## src/rtl/rf_read_port_if.sv

```systemverilog
// Decode/array-facing bundle of the register-file read sequencer: request, response,
// word-line enables, bitline buses and the array write strobe used for bypass.
interface rf_read_port_if;
    logic        req_valid;
    logic        req_ready;
    logic [3:0]  req_src1;
    logic [3:0]  req_src2;
    logic [15:0] rd_en1;
    logic [15:0] rd_en2;
    logic [15:0] bitline1;
    logic [15:0] bitline2;
    logic        wr_en;
    logic [3:0]  wr_reg;
    logic [15:0] wr_data;
    logic        rsp_valid;
    logic        rsp_ready;
    logic [15:0] rsp_data1;
    logic [15:0] rsp_data2;

    modport slave (
        input  req_valid, req_src1, req_src2, bitline1, bitline2,
               wr_en, wr_reg, wr_data, rsp_ready,
        output req_ready, rd_en1, rd_en2, rsp_valid, rsp_data1, rsp_data2
    );

    modport master (
        output req_valid, req_src1, req_src2, bitline1, bitline2,
               wr_en, wr_reg, wr_data, rsp_ready,
        input  req_ready, rd_en1, rd_en2, rsp_valid, rsp_data1, rsp_data2
    );
endinterface

```

## src/rtl/rf_read_port.sv

```systemverilog
// Two-source read sequencer for the 16x16 register array: accept -> one READ cycle -> HOLD.
// Response valid two cycles after accept; a held response blocks new requests until consumed.
module rf_read_port (
    input  logic            clk,
    input  logic            rst,
    rf_read_port_if.slave   bus
);
    typedef enum logic [1:0] {
        IDLE = 2'd0,
        READ = 2'd1,
        HOLD = 2'd2
    } state_t;

    state_t      state;
    state_t      state_nxt;
    logic        accept;
    logic        capture;
    logic        ready;
    logic [3:0]  src1_q;
    logic [3:0]  src2_q;
    logic [15:0] rd_en1_q;
    logic [15:0] rd_en2_q;
    logic [15:0] data1_q;
    logic [15:0] data2_q;
    logic        valid_q;

    // R0 reads as zero; a write landing on the capture edge wins over the stale bitline.
    function automatic logic [15:0] resolve(
        input logic [3:0]  src,
        input logic [15:0] bitline,
        input logic        wr_en,
        input logic [3:0]  wr_reg,
        input logic [15:0] wr_data
    );
        if (src == 4'd0)
            return 16'h0000;
        else if (wr_en && (wr_reg == src))
            return wr_data;
        else
            return bitline;
    endfunction

    always_ff @(posedge clk or posedge rst) begin
        if (rst)
            state <= IDLE;
        else
            state <= state_nxt;
    end

    always_comb begin
        state_nxt = state;
        ready     = 1'b0;
        accept    = 1'b0;
        capture   = 1'b0;
        case (state)
            IDLE: begin
                ready = 1'b1;
                if (bus.req_valid) begin
                    accept    = 1'b1;
                    state_nxt = READ;
                end
            end
            READ: begin
                capture   = 1'b1;
                state_nxt = HOLD;
            end
            HOLD: begin
                ready = bus.rsp_ready;
                if (bus.rsp_ready) begin
                    if (bus.req_valid) begin
                        accept    = 1'b1;
                        state_nxt = READ;
                    end else begin
                        state_nxt = IDLE;
                    end
                end
            end
            default: state_nxt = IDLE;
        endcase
    end

    // Enables are registered off the accept edge so they are live for exactly the READ cycle.
    always_ff @(posedge clk or posedge rst) begin
        if (rst) begin
            src1_q   <= 4'd0;
            src2_q   <= 4'd0;
            rd_en1_q <= 16'h0000;
            rd_en2_q <= 16'h0000;
            data1_q  <= 16'h0000;
            data2_q  <= 16'h0000;
            valid_q  <= 1'b0;
        end else begin
            rd_en1_q <= accept ? (16'd1 << bus.req_src1) : 16'h0000;
            rd_en2_q <= accept ? (16'd1 << bus.req_src2) : 16'h0000;
            if (accept) begin
                src1_q <= bus.req_src1;
                src2_q <= bus.req_src2;
            end
            if (capture) begin
                data1_q <= resolve(src1_q, bus.bitline1, bus.wr_en, bus.wr_reg, bus.wr_data);
                data2_q <= resolve(src2_q, bus.bitline2, bus.wr_en, bus.wr_reg, bus.wr_data);
                valid_q <= 1'b1;
            end else if ((state == HOLD) && bus.rsp_ready) begin
                valid_q <= 1'b0;
            end
        end
    end

    assign bus.req_ready = ready;
    assign bus.rd_en1    = rd_en1_q;
    assign bus.rd_en2    = rd_en2_q;
    assign bus.rsp_valid = valid_q;
    assign bus.rsp_data1 = data1_q;
    assign bus.rsp_data2 = data2_q;
endmodule

```

## src/flat_wrapper.sv

```systemverilog
// flat-port wrapper written by rule: the top's interface ports become plain ports
module rf_read_port_flat 
  (clk, rst, bus_req_valid, bus_req_src1, bus_req_src2, bus_bitline1, bus_bitline2, bus_wr_en, bus_wr_reg, bus_wr_data, bus_rsp_ready, bus_req_ready, bus_rd_en1, bus_rd_en2, bus_rsp_valid, bus_rsp_data1, bus_rsp_data2);
  rf_read_port_if bus_i ();
  input  logic clk;
  input  logic rst;
  input wire logic [$bits(bus_i.req_valid)-1:0] bus_req_valid;
  input wire logic [$bits(bus_i.req_src1)-1:0] bus_req_src1;
  input wire logic [$bits(bus_i.req_src2)-1:0] bus_req_src2;
  input wire logic [$bits(bus_i.bitline1)-1:0] bus_bitline1;
  input wire logic [$bits(bus_i.bitline2)-1:0] bus_bitline2;
  input wire logic [$bits(bus_i.wr_en)-1:0] bus_wr_en;
  input wire logic [$bits(bus_i.wr_reg)-1:0] bus_wr_reg;
  input wire logic [$bits(bus_i.wr_data)-1:0] bus_wr_data;
  input wire logic [$bits(bus_i.rsp_ready)-1:0] bus_rsp_ready;
  output wire logic [$bits(bus_i.req_ready)-1:0] bus_req_ready;
  output wire logic [$bits(bus_i.rd_en1)-1:0] bus_rd_en1;
  output wire logic [$bits(bus_i.rd_en2)-1:0] bus_rd_en2;
  output wire logic [$bits(bus_i.rsp_valid)-1:0] bus_rsp_valid;
  output wire logic [$bits(bus_i.rsp_data1)-1:0] bus_rsp_data1;
  output wire logic [$bits(bus_i.rsp_data2)-1:0] bus_rsp_data2;
  assign bus_i.req_valid = bus_req_valid;
  assign bus_i.req_src1 = bus_req_src1;
  assign bus_i.req_src2 = bus_req_src2;
  assign bus_i.bitline1 = bus_bitline1;
  assign bus_i.bitline2 = bus_bitline2;
  assign bus_i.wr_en = bus_wr_en;
  assign bus_i.wr_reg = bus_wr_reg;
  assign bus_i.wr_data = bus_wr_data;
  assign bus_i.rsp_ready = bus_rsp_ready;
  assign bus_req_ready = bus_i.req_ready;
  assign bus_rd_en1 = bus_i.rd_en1;
  assign bus_rd_en2 = bus_i.rd_en2;
  assign bus_rsp_valid = bus_i.rsp_valid;
  assign bus_rsp_data1 = bus_i.rsp_data1;
  assign bus_rsp_data2 = bus_i.rsp_data2;
  rf_read_port u_core (.clk(clk), .rst(rst), .bus(bus_i));
endmodule
```

## config.mk

```make
export PLATFORM = sky130hd
export DESIGN_NAME = rf_read_port_flat
export DESIGN_NICKNAME = d
export VERILOG_FILES = /design/src/rtl/rf_read_port_if.sv /design/src/rtl/rf_read_port.sv /design/src/flat_wrapper.sv
export SDC_FILE = /design/constraint.sdc
export NUM_CORES = 1
export LEC_CHECK = 0
export ABC_AREA = 1
export CAP_MARGIN = 20
export CORE_UTILIZATION = 40
export DETAILED_ROUTE_END_ITERATION = 10
export PLACE_DENSITY = 0.74
export SETUP_SLACK_MARGIN = 0.02
export SLEW_MARGIN = 20
export SYNTH_ARGS = -nofsm -noshare
export SYNTH_HDL_FRONTEND = slang
export SYNTH_SLANG_ARGS = --single-unit
```

## constraint.sdc

```tcl
create_clock -name clk -period 2.1 [get_ports clk]
set_clock_uncertainty 0.1 [all_clocks]
set_input_delay 0.21 -clock clk [delete_from_list [all_inputs] [get_ports clk]]
set_output_delay 0.21 -clock clk [all_outputs]
set_load 0.03 [all_outputs]
```

==> run metrics, run 1 <==
TNS Setup=0 ns; via count=3,235; initial antenna violation count=0; TritonCTS buffer count=9; CTS Hold Buffers Added=0; Required @ worst endpoint=1.79 ns; global-route wire length before repair=15.1 mm; VDD IR max=0.397 mV; row count=33; PD cells=1050 mW/mm²; type of the tightest min-delay check=in -> async; Post-CTS Resized=0; crit path DAT=1.66 ns; Hold WS=0.226 ns; r2r worst-path depth=5; Post-route DRC=0; Nets=633; Routed WL=9.36 mm; clk root buf=clkbuf_8; RePlAce Congestion=0.831; max_slew headroom=52.2%; wire per inst=13.8 µm; placed cell count=662; Clock Path Buffers=2; iteration-0 DRC count of the detailed router=135; vias in the first global route=3,140; CP Launch Type=flop; ant diodes=0; area growth from synthesis to layout=47.6%; Tmin final=1.97 ns; DIE HEIGHT=95.3 µm; global-route usage over all layers=22.0%; syn nets=496; worst skew pair latency=0.35 ns; Leak=0.00258 µW; post-synthesis cell count=431; post-synthesis sequential area ratio=53.9%; CP max FO=4; CP Class=reg -> out; H-tree depth=3; gr ovfl total=0; share of cells above drive strength 1=7.33%; Final Hold Fails=0; Clk pin slew, worst setup/hold paths=0.08 ns; largest net degree at the start of global routing=76; CORE AREA=0.00830 mm²; initial core utilization=41.9%; vias per cell=4.77; max cap viols=0; CTS Sinks=75; HPWL after detailed placement=6.93 mm; mean post-synth cell area=8.08 µm²; Die Wd=95.3 µm; TritonCTS clock tree=done; cell area after technology mapping=0.00348 mm²; Final Max Tran Viols=0; crit share post-route=93.8%; Routed Antenna Nets=0; die area=0.00908 mm²; endpoint class of the critical path=output port; Detailed Routing Iterations Pass 1=4; Synth Warn #=0; post-synth cell types=21; fmax=508 MHz; port bufs=130; RSZ-0062 raised after global routing=false; IO Pins=131; fin cells=678; actual slew at the worst max-slew pin=0.717 ns; Layout fillers=748; setup bufs post-CTS=0; status=complete, no violations; # setup viols final=0; FF+latch count, synth=75
-- stage by stage --
stage               cell area (µm²)  utilization (%)  worst slack [ns]  power [µW]
floorplan                      3480                -             0.331        3270
global placement               4920             59.3             0.199        4200
detailed placement             4920             59.3             0.177        4230
CTS                            5140             61.9             0.114        5460
global route                   5140             61.9            0.0557        5740
finish                         5140             61.9             0.130        5420
-- synthesized netlist by cell type, drive strengths merged --
| library cell | n | area share [%] |
|---|---|---|
| o21ai | 9 | 1.3 |
| inv | 73 | 7.9 |
| nand2 | 128 | 14 |
| a31oi | 1 | 0.36 |
| nand4 | 32 | 5.8 |
| nor3 | 1 | 0.14 |
| clkinv | 2 | 0.22 |
| a21oi | 2 | 0.40 |
| dfrtp | 75 | 54 |
| nor2 | 42 | 5.5 |
| buf | 10 | 2.0 |
| nand3 | 52 | 8.2 |
| clkbuf | 4 | 0.43 |
-- metal layers --
layer | track usage, % | vias to the layer above | wire length (µm)
met5 | 0 | - | 0
met4 | 5.56 | 0 | 103
met3 | 7.66 | 12 | 975
met2 | 37.0 | 120 | 4430
met1 | 26.7 | 1483 | 3860
li1 | - | 1620 | -
-- report_power, final --
part / internal, µW / switching, µW
clock: 703 / 526
combinational: 878 / 1310
sequential: 1780 / 216
-- path summary, 6_finish.rpt --
| path | start | end | slack, ns |
|---|---|---|---|
| setup / recovery | u_core.state[1] | bus_req_ready | 0.13 |
| hold / removal | rst | u_core.bus.rsp_data1[9] | 0.23 |
| setup reg to reg | u_core.state[1] | u_core.bus.rsp_data2[12] | 0.46 |
| hold reg to reg | u_core.bus.rsp_data2[15] | u_core.bus.rsp_data2[15] | 0.39 |
| max in group asynchronous | rst | u_core.src1_q[2] | 1.38 |
| min in group clk | u_core.bus.rsp_data2[15] | u_core.bus.rsp_data2[15] | 0.39 |
-- cells in the final DEF (no fill, tap or decap), types with 4 or more instances in the layout --
cell type / synthesis / final
dfrtp_1: 75 / 75
o21ai_0: 9 / 9
nand4_1: 32 / 32
buf_4: 3 / 9
nor2_1: 37 / 37
nand2_1: 126 / 126
clkbuf_8: 0 / 10
inv_1: 67 / 66
clkdlybuf4s50_1: 0 / 130
inv_2: 6 / 6
nor2_4: 4 / 4
nand3_1: 50 / 50
-- registers in the layout, summed over array words and instances, names as in the netlist --
signal and count:
u_core.bus.rsp_valid 1, u_core.state 2, u_core.bus.rsp_data2 16, u_core.bus.rsp_data1 16, u_core.src2_q 4, u_core.bus.rd_en2 16
u_core.src1_q 4, u_core.bus.rd_en1 16
-- logic make-up (layout without fill, tap and decap cells) --
family	count (synthesis)	after routing	share of synthesized area, %
DFF	75	75	53.9
buffers and inverters	89	231	10.5
AOI/OAI and AO/OA	12	12	2.05
and+or+nand+nor	255	255	33.5
-- final cells by class --
type / count / area, µm² / share of cell area, %
multi-input cells: 267 / 1240 / 24.1
repair buffers: 140 / 1390 / 27.0
flip-flops and latches: 75 / 1880 / 36.5
well taps: 105 / 131 / 2.56
inverters: 75 / 285 / 5.55
clock inverters: 4 / 73.8 / 1.44
clock buffers: 12 / 145 / 2.82
-- worst max-delay path, cell delays in order, from the launching register on --
cell	delay, ns
dfrtp_1	0.42
a21oi_1	0.20
clkdlybuf4s50_1	0.70
(Power assumes the default switching activity.)
==> inputs of run 2 (changes only) <==
--- a/config.mk
+++ b/config.mk
@@ -6,10 +6,12 @@
 export NUM_CORES = 1
 export LEC_CHECK = 0
 export ABC_AREA = 1
+export ABC_CLOCK_PERIOD_IN_PS = 2350
 export CAP_MARGIN = 20
-export CORE_UTILIZATION = 40
+export CORE_ASPECT_RATIO = 1.4
+export CORE_UTILIZATION = 48
 export DETAILED_ROUTE_END_ITERATION = 10
-export PLACE_DENSITY = 0.74
+export PLACE_DENSITY = 0.83
 export SETUP_SLACK_MARGIN = 0.02
 export SLEW_MARGIN = 20
 export SYNTH_ARGS = -nofsm -noshare
==> constraint.sdc (replaced) <==
create_clock -name clk -period 2.35 [get_ports clk]
set_clock_uncertainty 0.1 [all_clocks]
set_input_delay 0.235 -clock clk [delete_from_list [all_inputs] [get_ports clk]]
set_output_delay 0.235 -clock clk [all_outputs]
set_load 0.03 [all_outputs]
==> run 2 against run 1 <==
Net effect:
- first-iteration DRC count increased by 81%
- clock-buffer cell count grew 1
- total power decreased by 12%
- sequential power fell by 10%
- clock power down 14%
- die area shrank 16%
- sequential share of layout area is 0.46 points higher
- critical path depth stayed put
- setup slack better by 0.23 ns
- flip-flop and latch count unchanged
- final area fell by 1.2%
- utilization grew 11 points
- critical endpoint unchanged
- largest power group unchanged
==> run metrics, run 2 (synthesis results as in run 1) <==
most common cell after layout, fill and taps aside=clkdlybuf4s50_1; CP Cell Sequence=a21oi_1 > clkdlybuf4s50_1; IO Pins=131 (unchanged); ant diodes=0 (unchanged); clk root buf=clkbuf_8; Post-CTS Resized=0 (unchanged); row count=36 (+9.1%); Detailed Routing Iterations Pass 1=5 (+1); wire per inst=14.4 µm (+3.9%); fin cells=662 (-2.4%); biggest cell delay along the critical path=0.70 ns (about the same); initial core utilization=49.9% (+7.9 points); TNS Setup=0 ns (unchanged); iteration-0 DRC count of the detailed router=244 (+81%); Clock Path Buffers=2 (unchanged); largest net degree at the start of global routing=76 (unchanged); CP Launch Type=flop; port bufs=130 (unchanged); TritonCTS buffer count=9 (unchanged); initial antenna violation count=0 (unchanged); global-route usage over all layers=26.4% (+4.4 points); Nets=628 (-0.79%); status=complete, no violations; CTS Hold Buffers Added=0 (unchanged); H-tree depth=3 (unchanged); RePlAce Congestion=0.898 (+8.1%); Routed WL=9.50 mm (+1.5%); sw frac=37.8% (-0.10 points); setup bufs post-CTS=0 (unchanged); top cell family by delay on the critical path=buffers and inverters; HPWL after detailed placement=6.97 mm (+0.61%); crit path DAT=1.65 ns (about the same); register area=0.00188 mm² (unchanged); P_int=2980 µW (-11%); actual slew at the worst max-slew pin=0.768 ns (+0.0507 ns); type of the tightest min-delay check=in -> async; worst skew pair latency=0.35 ns (about the same); vias in the first global route=3,237 (+3.1%); Required @ worst endpoint=2.02 ns (+0.23 ns); fmax=503 MHz; placed cell count=647 (-2.3%); CORE AREA=0.00698 mm² (-16%); Clock power frac=22.2% (-0.5 points); gr ovfl total=0 (unchanged); sequential power share=37.5% (+0.6 points); Clk pin slew, worst setup/hold paths=0.07 ns (about the same); Final Max Tran Viols=0 (unchanged); area growth from synthesis to layout=45.8%; Worst Path Buf+Inv=1 (unchanged); VDD IR max=0.485 mV (+22%); CP Class=reg -> out; CP max FO=4 (unchanged); Gate power share=40.3% (about the same); crit share post-route=84.6%; TritonCTS clock tree=done; Post-route DRC=0 (unchanged); # setup viols final=0 (unchanged); endpoint class of the critical path=output port; max_slew headroom=48.6% (-3.5 points); die area=0.00760 mm² (-16%); Layout fillers=529 (-29%); max cap viols=0 (unchanged); Slowest-stage cell, CP=clkdlybuf4s50_1; CTS Sinks=75 (unchanged); global-route wire length before repair=14.8 mm (-2.1%); Hold WS=0.180 ns (-0.0460 ns); Routed Antenna Nets=0 (unchanged); PD cells=945 mW/mm² (-10%); share of cells above drive strength 1=6.17% (-1.2 points); Leak=0.00255 µW (-1.1%); Die Wd=74.0 µm (-22%); DIE HEIGHT=103 µm (+7.8%); footprint of the multi-input gates=0.00124 mm² (unchanged); vias per cell=5.00 (+4.8%); RSZ-0062 raised after global routing=false; Tmin final=1.99 ns; Psw=1810 µW (-12%); most frequent cells in the layout=clkdlybuf4s50_1, nand2_1, dfrtp_1; via count=3,310 (+2.3%); Final Hold Fails=0 (unchanged)
## run 2: final cells by class
cell class	instances	area share [%]
Clock buffer	13	2.93
Clock inverter	2	1.18
Inverter	75	5.55
Multi-Input combinational cell	267	24.4
Sequential cell	75	37.0
Tap cell	95	2.34
Timing Repair Buffer	135	26.6
## run 2: worst paths after layout
| check | cells after the start | slack [ns] | start | to |
|---|---|---|---|---|
| max | 2 | 0.36 | u_core.state[1] | bus_req_ready |
| min | 3 | 0.18 | rst | u_core.bus.rsp_data2[10] |
| max reg2reg | 5 | 0.58 | u_core.state[1] | u_core.bus.rsp_data1[6] |
| min reg2reg | 2 | 0.38 | u_core.bus.rsp_data1[11] | u_core.bus.rsp_data1[11] |
| max in group asynchronous | 3 | 1.63 | rst | u_core.bus.rsp_data1[11] |
| min in group clk | 2 | 0.38 | u_core.bus.rsp_data1[11] | u_core.bus.rsp_data1[11] |
## run 2: per-layer routing
metal	vias to the layer above	wire [µm]	global-route usage, %
li1	1607	-	-
met1	1508	3610	29.4
met2	171	4730	45.2
met3	24	896	6.55
met4	0	260	15.2
met5	-	0	0
## run 2: stage by stage
step	total power (µW)	instance area [µm²]	utilization, %	setup WS [ns]
after floorplan	2920	3480	-	0.105
after global placement	3710	4870	69.7	0.393
after detailed placement	3750	4870	69.7	0.355
after CTS	4820	5070	72.7	0.341
after global routing	5030	5070	72.7	0.286
final	4790	5070	72.7	0.362
## run 2: tightest hold or removal path, stage by stage
cell	delay, ns
clkdlybuf4s50_1	0.41
inv_2	0.07
buf_12	0.32
## run 2: power by group through the flow
| stage | Clock (µW) | Sequential (µW) | Combinational (µW) |
|---|---|---|---|
| 2_1_floorplan | 0 | 2310 | 610 |
| 6_report | 1060 | 1800 | 1930 |
| 5_1_grt | 1110 | 1830 | 2090 |
| 4_1_cts | 1080 | 1800 | 1940 |
| 3_5_place_dp | 0 | 1820 | 1930 |
| 3_3_place_gp | 0 | 1810 | 1900 |
==> inputs of run 3 (changes only) <==
--- a/config.mk
+++ b/config.mk
@@ -6,12 +6,12 @@
 export NUM_CORES = 1
 export LEC_CHECK = 0
 export ABC_AREA = 1
-export ABC_CLOCK_PERIOD_IN_PS = 2350
+export ABC_CLOCK_PERIOD_IN_PS = 2000
 export CAP_MARGIN = 20
 export CORE_ASPECT_RATIO = 1.4
-export CORE_UTILIZATION = 48
+export CORE_UTILIZATION = 44
 export DETAILED_ROUTE_END_ITERATION = 10
-export PLACE_DENSITY = 0.83
+export PLACE_DENSITY = 0.77
 export SETUP_SLACK_MARGIN = 0.02
 export SLEW_MARGIN = 20
 export SYNTH_ARGS = -nofsm -noshare
==> constraint.sdc (replaced) <==
create_clock -name clk -period 2 [get_ports clk]
set_clock_uncertainty 0.1 [all_clocks]
set_input_delay 0.2 -clock clk [delete_from_list [all_inputs] [get_ports clk]]
set_output_delay 0.2 -clock clk [all_outputs]
set_load 0.03 [all_outputs]
==> run 3 against run 2 <==
Net effect:
- global-route usage fell by 3.2 points
- clock power up 24%
- critical path type unchanged
- sequential power is 17% higher
- flip-flop and latch count unchanged
- final cell count grew 1.8%
- utilization is 5.6 points lower
==> run metrics, run 3 (synthesis results as in run 1) <==
VDD IR max=0.557 mV (+15%); r2r worst-path depth=6 (+1); global-route usage over all layers=23.2% (-3.2 points); share of cells above drive strength 1=7.67% (+1.5 points); row count=38 (+5.6%); met1 GRT Util=24.8% (-4.6 points); total power=5740 µW (+20%); TNS Setup=0 ns (unchanged); iteration-0 DRC count of the detailed router=204 (-16%); Clock Path Buffers=2 (unchanged); Leak=0.00260 µW (+1.8%); most frequent cells in the layout=clkdlybuf4s50_1, nand2_1, dfrtp_1; max_slew headroom=74.1% (+25 points); wire per inst=13.7 µm (-4.8%); TritonCTS clock tree=done; via count=3,361 (+1.5%); Post-route DRC=0 (unchanged); Gate power share=40.7% (+0.4 points); top cell family by delay on the critical path=buffers and inverters; FF-to-FF Start=u_core.state[1]; actual slew at the worst max-slew pin=0.388 ns (-0.380 ns); gr ovfl total=0 (unchanged); DIE HEIGHT=107 µm (+4.4%); area growth from synthesis to layout=48.3%; P_int=3580 µW (+20%); Required @ worst endpoint=1.70 ns (-0.32 ns); Tmin final=1.71 ns; Clk pin slew, worst setup/hold paths=0.07 ns (about the same); CP Launch Type=flop; CP Class=reg -> out; CP Cell Sequence=clkdlybuf4s50_1; Routed Antenna Nets=0 (unchanged); Final Hold Fails=0 (unchanged); port bufs=130 (unchanged); H-tree depth=3 (unchanged); CTS Hold Buffers Added=0 (unchanged); worst skew pair latency=0.34 ns (about the same); status=complete, no violations; CP max FO=2 (-2); PD cells=1110 mW/mm² (+18%); Layout fillers=643 (+22%); RePlAce Congestion=0.882 (-1.8%); Nets=634 (+0.96%); Clock power frac=22.8% (+0.6 points); Final Max Tran Viols=0 (unchanged); Slowest-stage cell, CP=clkdlybuf4s50_1; initial antenna violation count=0 (unchanged); ant diodes=0 (unchanged); type of the tightest min-delay check=in -> async; vias in the first global route=3,296 (+1.8%); crit share post-route=85.6%; Detailed Routing Iterations Pass 1=5 (unchanged); Routed WL=9.21 mm (-3.1%); setup bufs post-CTS=0 (unchanged); Worst Path Buf+Inv=1 (unchanged); vias per cell=4.99 (-0.27%); CORE AREA=0.00770 mm² (+10%); sw frac=37.6% (-0.19 points); GR Util met3=7.83% (+1.3 points); crit path DAT=1.41 ns (-0.24 ns); biggest cell delay along the critical path=0.69 ns (about the same); HPWL after detailed placement=6.78 mm (-2.7%); clk root buf=clkbuf_8; largest net degree at the start of global routing=76 (unchanged); most common cell after layout, fill and taps aside=clkdlybuf4s50_1; Reg-to-Reg End=u_core.bus.rsp_data1[9]; initial core utilization=45.2% (-4.7 points); R2R Setup Slk=0.55 ns (-0.03 ns); sequential power share=36.6% (-0.9 points); RSZ-0062 raised after global routing=false; die area=0.00828 mm² (+8.9%); CTS Sinks=75 (unchanged); fmax=584 MHz; IO Pins=131 (unchanged); Psw=2160 µW (+19%); TritonCTS buffer count=9 (unchanged); met2 global-route usage=42.3% (-3.0 points); # setup viols final=0 (unchanged); Post-CTS Resized=0 (unchanged); GRT Max-Usage Layer=met2; endpoint class of the critical path=output port; Die Wd=77.2 µm (+4.3%); max cap viols=0 (unchanged); global-route wire length before repair=14.9 mm (+0.98%)
[run 3: changes by cell type in the layout (fill, tap and decap cells not counted)]
cell and delta:
clkbuf_8 +1, clkbuf_1 -2, clkdlybuf4s50_1 -1, clkinv_2 +1
inv_2 -1, clkinvlp_4 +2, buf_12 +1, dlymetal6s2s_1 +1
buf_4 +5
[run 3: worst register-to-register path: stages (launching register included)]
cell	delay (ns)
dfrtp_1	0.42
nor2_2	0.15
inv_2	0.14
a31oi_2	0.16
buf_4	0.24
nand3_1	0.10
nand2_1	0.08
[run 3: layer usage]
layer / part of all wire (%) / wire length [µm] / vias up
li1: - / - / 1627
met2: 52 / 4820 / 146
met4: 1.6 / 146 / 0
met1: 37 / 3410 / 1573
met3: 9.0 / 829 / 15
met5: 0 / 0 / -
[run 3: stage by stage]
| step | hold WS (ns) | setup WS (ns) | instances | cell area [µm²] | utilization [%] |
|---|---|---|---|---|---|
| after CTS | 0.219 | 0.0218 | 674 | 5160 | 67.0 |
| after global routing | 0.243 | 0.245 | 674 | 5160 | 67.0 |
| final | 0.199 | 0.289 | 674 | 5160 | 67.0 |
| after detailed placement | 0.365 | 0.101 | 658 | 4930 | 64.1 |
| after global placement | 0.363 | 0.128 | 658 | 4930 | 64.1 |
| after floorplan | 0.250 | 0.231 | 431 | 3480 | - |
[run 3: area by class of cell]
type / instances / area, µm² / share of cell area (%)
Sequential cell: 75 / 1880 / 36.3
Inverter: 75 / 285 / 5.52
Timing Repair Buffer: 141 / 1410 / 27.3
Clock inverter: 4 / 72.6 / 1.41
Multi-Input combinational cell: 267 / 1240 / 24.0
Tap cell: 100 / 125 / 2.42
Clock buffer: 12 / 155 / 3.00
[run 3: power groups by stage]
stage / clock [µW] / combinational (µW) / sequential [µW]
2_1_floorplan: 0 / 717 / 2710
3_3_place_gp: 0 / 2310 / 2110
3_5_place_dp: 0 / 2340 / 2130
4_1_cts: 1330 / 2350 / 2100
5_1_grt: 1390 / 2510 / 2140
6_report: 1310 / 2340 / 2100
[run 3: how the worst max path moves through the flow]
stage | start | end | slack [ns] | depth (start not counted)
2_1_floorplan | u_core.state[1] | u_core.src1_q[0] | 0.23 | 5
3_3_place_gp | bus_rsp_ready | bus_req_ready | 0.13 | 4
3_5_place_dp | bus_rsp_ready | bus_req_ready | 0.10 | 4
4_1_cts | u_core.state[1] | bus_req_ready | 0.02 | 2
5_1_grt | u_core.bus.rsp_data2[10] | bus_rsp_data2[10] | 0.25 | 1
6_report | u_core.bus.rsp_data2[14] | bus_rsp_data2[14] | 0.29 | 1
